`config.mk`:
```
export PLATFORM = sky130hd
export DESIGN_NAME = uart_tx_queue
export DESIGN_NICKNAME = d
export VERILOG_FILES = /design/src/rtl/uart_tx_queue.sv
export SDC_FILE = /design/constraint.sdc
export NUM_CORES = 1
export LEC_CHECK = 0
export ABC_AREA = 1
export ABC_CLOCK_PERIOD_IN_PS = 2200
export BUFFER_PORTS_ARGS = -buffer_cell sky130_fd_sc_hd__clkbuf_2
export CORE_MARGIN = 5
export CORE_UTILIZATION = 45
export DETAILED_ROUTE_END_ITERATION = 16
export REMOVE_ABC_BUFFERS = 1
export SLEW_MARGIN = 20
export SYNTH_ARGS = -nofsm -noshare
export SYNTH_HDL_FRONTEND = slang
export SYNTH_SLANG_ARGS = --single-unit
export TNS_END_PERCENT = 5
```
`constraint.sdc`:
```
create_clock -name clk -period 2.2 [get_ports clk]
set_input_delay 0.55 -clock clk [delete_from_list [all_inputs] [get_ports clk]]
set_output_delay 0.55 -clock clk [all_outputs]
set_load 0.05 [all_outputs]
```
`src/rtl/uart_tx_queue.sv`:
```
// Byte FIFO plus launch controller feeding a UART transmitter, one frame at a time.
// Optional sticky overflow flag (ovf/ovf_clr) is enabled by defining UART_TXQ_OVF_EN.
module uart_tx_queue #(
    parameter int DATA_W = 8,
    parameter int ADDR_W = 4
) (
    input  logic              clk,
    input  logic              rst,
    input  logic              wr_en,
    input  logic [DATA_W-1:0] wr_data,
    output logic              full,
    output logic              empty,
    output logic [ADDR_W:0]   level,
    output logic [DATA_W-1:0] tx_din,
    output logic              tx_start,
    input  logic              tx_done_tick,
`ifdef UART_TXQ_OVF_EN
    output logic              ovf,
    input  logic              ovf_clr,
`endif
    output logic              busy
);

    localparam int DEPTH = 2 ** ADDR_W;
    localparam logic [ADDR_W:0] FULL_LEVEL = DEPTH[ADDR_W:0];

    localparam logic [0:0] IDLE = 1'b0;
    localparam logic [0:0] WAIT = 1'b1;

    logic [DATA_W-1:0] mem [DEPTH];
    logic [ADDR_W-1:0] wr_ptr;
    logic [ADDR_W-1:0] rd_ptr;
    logic [ADDR_W:0]   count;
    logic [0:0]        state;
    logic              push;
    logic              pop;

    assign full  = (count == FULL_LEVEL);
    assign empty = (count == '0);
    assign level = count;
    assign busy  = (state == WAIT) | ~empty;

    // A pop is simply the IDLE state seeing a non-empty queue; full blocks pushes regardless of pop.
    assign push = wr_en & ~full;
    assign pop  = (state == IDLE) & ~empty;

    always_ff @(posedge clk) begin
        if (push) begin
            mem[wr_ptr] <= wr_data;
        end
    end

    always_ff @(posedge clk) begin
        if (rst) begin
            wr_ptr <= '0;
            rd_ptr <= '0;
            count  <= '0;
        end else begin
            if (push) begin
                wr_ptr <= wr_ptr + ADDR_W'(1);
            end
            if (pop) begin
                rd_ptr <= rd_ptr + ADDR_W'(1);
            end
            case ({push, pop})
                2'b10:   count <= count + (ADDR_W + 1)'(1);
                2'b01:   count <= count - (ADDR_W + 1)'(1);
                default: count <= count;
            endcase
        end
    end

    // tx_din is only loaded at launch so it stays stable for the whole frame.
    always_ff @(posedge clk) begin
        if (rst) begin
            state    <= IDLE;
            tx_start <= 1'b0;
            tx_din   <= '0;
        end else begin
            case (state)
                IDLE: begin
                    tx_start <= 1'b0;
                    if (pop) begin
                        tx_din   <= mem[rd_ptr];
                        tx_start <= 1'b1;
                        state    <= WAIT;
                    end
                end
                WAIT: begin
                    tx_start <= 1'b0;
                    if (tx_done_tick) begin
                        state <= IDLE;
                    end
                end
                default: begin
                    tx_start <= 1'b0;
                    state    <= IDLE;
                end
            endcase
        end
    end

`ifdef UART_TXQ_OVF_EN
    // Set has priority over clear so an overflow in the clearing cycle is not lost.
    always_ff @(posedge clk) begin
        if (rst) begin
            ovf <= 1'b0;
        end else if (wr_en && full) begin
            ovf <= 1'b1;
        end else if (ovf_clr) begin
            ovf <= 1'b0;
        end
    end
`endif

endmodule
```
==> impl_metrics.tcl <==
set metrics [dict create \
    design.die.area_mm2 0.0173 \
    min_path_type "in2reg" \
    r2r_start "level[3]" \
    clock_latency_ns 0.42 \
    crit_path_max_incr_delay_ns 0.34 \
    crit_slowest_cell "dfxtp_1" \
    layout-drive-gt1-share_pct 12.1 \
    crit_type "reg2out" \
    synth.yosys.seq_area_share_pct 64.9 \
    io_pins 29 \
    synth_edf_count 128 \
    status "complete, no violations" \
    drt-initial-drc-count 368 \
    ir_drop_mv 0.595 \
    post-route-min-period_ns 2.02 \
    max_freq_mhz 496 \
    grt.total_usage_pct 17.5 \
    path_buf_inv 2 \
    synth_common_cells "nand2_1 (233), edfxtp_1 (128), nand3_1 (95)" \
    grt_overflow 0 \
    worst_r2r_path_depth 15 \
    cts.reportedPaths.clkPinSlew_ns 0.06 \
    cp_max_fo 4 \
    synth_top_cell_area_share_pct 58.0 \
    p_per_area_mw_per_mm2 1200 \
    grt_setup_unrepaired "no" \
    final_nets 752 \
    setup_violations 0 \
    gp_congestion 0.837 \
    ys_ff_latch 151 \
    rows 44 \
    yosysUniqueCellTypes 25 \
    viasPerCell 4.96 \
    slew_violations 0 \
    wl_mm 14.9 \
    grt_pass1_wl_mm 23.4 \
    yosysMostFrequentCell "nand2_1" \
    startpoint "level[3]" \
    start_util_pct 45.8 \
    synth.yosys.warnings 0 \
    root_buffer "clkbuf_16" \
    antenna_found_initial 0 \
    design_area_mm2 0.00774 \
    hold_violations 0 \
    power_leakage_nw 3.38 \
    netlist_instances 684 \
    cts_buffers 17 \
    dr.pass1.iters 5 \
    core_area_mm2 0.0145 \
    synth_area_leaders "edfxtp_1 (58%), nand2_1 (13%), nand3_1 (7.2%)" \
    critPathTopFamily "simple AND/OR/NAND/NOR gates" \
    syn_area_mm2 0.00663 \
    die_w_um 131 \
    vias 4596 \
    cap_violations 0 \
    cp.depth 5 \
    die_h_um 131 \
    slew_headroom_pct 59.7 \
    ant_nets 0 \
    ff2ff_setup_slack_ns 0.19 \
    io_buffers 28 \
    crit_end "busy" \
    tritoncts "done" \
    cp_cell_sequence "nor2_1 -> nand4_1 -> inv_1 -> nand2_1 -> clkbuf_2" \
    grt_pass1_vias 4398 \
    timing.final.crit_share_pct 91.7 \
    holdWs_ns 0.409 \
    dpl-instance-area_mm2 0.00710 \
    skew_ns 0.00620 \
    wl_per_cell_um 16.0 \
    critPathArrivalTime_ns 1.47 \
    clockBufferDepth 2 \
    worst_setup_path_start_kind "flip-flop" \
    r2r-end "level[4]" \
    grt_max_degree 68 \
    worst_pin_slew_ns 0.601 \
    yosysTopAreaCell "edfxtp_1" \
    syn_area_per_cell_um2 9.69 \
    endpoint_kind "primary output" \
    htree_levels 4 \
    synth_top_flop_cell "edfxtp_1" \
    synth-async-reset-ratio_pct 0 \
    area.growth.synth_to_final_pct 16.7 \
    post_cts_buffers 0 \
    drcViolationCount 0 \
    cts_sinks 151 \
    diodes 0 \
    hpwl_mm 9.38 \
    worstPathRequired_ns 1.65 \
]
[cell type report]
cell class	instances	area [µm²]
sequential	151	4310
clock buffer	20	437
multi-input combinational	406	1820
inverter	97	364
fill	1266	6740
timing repair buffer	58	403
tap	184	230
clock inverter	11	180
[layer usage]
metal,vias to the layer above,share of wire [%],track usage (%)
met3,26,4.5,4.09
met4,0,2.0,6.97
met1,2159,44,22.8
met5,-,0,0
li1,2295,-,-
met2,116,49,28.4
[how the worst min path moves through the flow]
stage,from,endpoint,slack (ns),cells past startpoint
finish,tx_done_tick,state,0.41,4
global route,tx_done_tick,state,0.41,4
CTS,tx_done_tick,state,0.40,4
detailed placement,wr_ptr[3],wr_ptr[3],0.51,2
global placement,wr_ptr[3],wr_ptr[3],0.50,2
floorplan,wr_ptr[3],wr_ptr[3],0.47,2
[cell families (layout without fill, tap and decap cells)]
logic type | count (synthesis) | count (layout) | synth area share [%]
xor+xnor | 6 | 6 | 0.792
simple gates | 377 | 377 | 23.4
compound gates | 14 | 14 | 1.25
fa+ha+maj | 9 | 9 | 1.70
flops | 151 | 151 | 64.9
buf+inv | 127 | 186 | 7.98
[tightest hold or removal path, stage by stage]
cell	delay [ns]
clkbuf_2	0.07
nor2_1	0.03
nor2_1	0.09
nor2_1	0.04
[per-stage QoR]
step	instances	utilization, %	worst slack [ns]	setup TNS [ns]	total power (W)
finish	927	53.5	0.183	0	0.00925
global route	927	53.5	0.00614	0	0.00976
CTS	927	53.3	0.0654	0	0.00930
detailed placement	896	49.0	0.0944	0	0.00623
global placement	896	49.0	0.223	0	0.00617
floorplan	654	-	-0.548	-5.90	0.00534
[where the power goes]
part | internal (W) | leakage [nW] | switching [W] | total, W
combinational | 0.000834 | 1.74 | 0.00197 | 0.00280
clock | 0.00199 | 0.290 | 0.00107 | 0.00305
sequential | 0.00329 | 1.35 | 0.000106 | 0.00340
total | 0.00611 | 3.38 | 0.00314 | 0.00925
[placed cells by master (no fill, tap or decap), drive strengths merged]
cell type	count
edfxtp	128
bufinv	5
nand4	2
nor3b	1
nor3	1
a21oi	7
ha	9
clkinv	6
nand3b	1
clkinvlp	2
a21boi	1
nor2	43
xnor2	1
nand3	95
clkbuf	48
o21ai	2
dfxtp	23
buf	30
o21bai	1
a211oi	3
nand2	234
inv	95
xor2	5
[repair_timing]
item,in CTS,in global routing
setup endpoints to repair,0,3
gates resized for setup,0,6
hold buffers,0,0
[sequential cells by signal (all words and copies together), names as in the netlist]
| signal | flops |
|---|---|
| level | 5 |
| mem | 128 |
| rd_ptr | 4 |
| state | 1 |
| tx_din | 8 |
| tx_start | 1 |
| wr_ptr | 4 |
No activity file was read; power rests on OpenSTA's default activity.
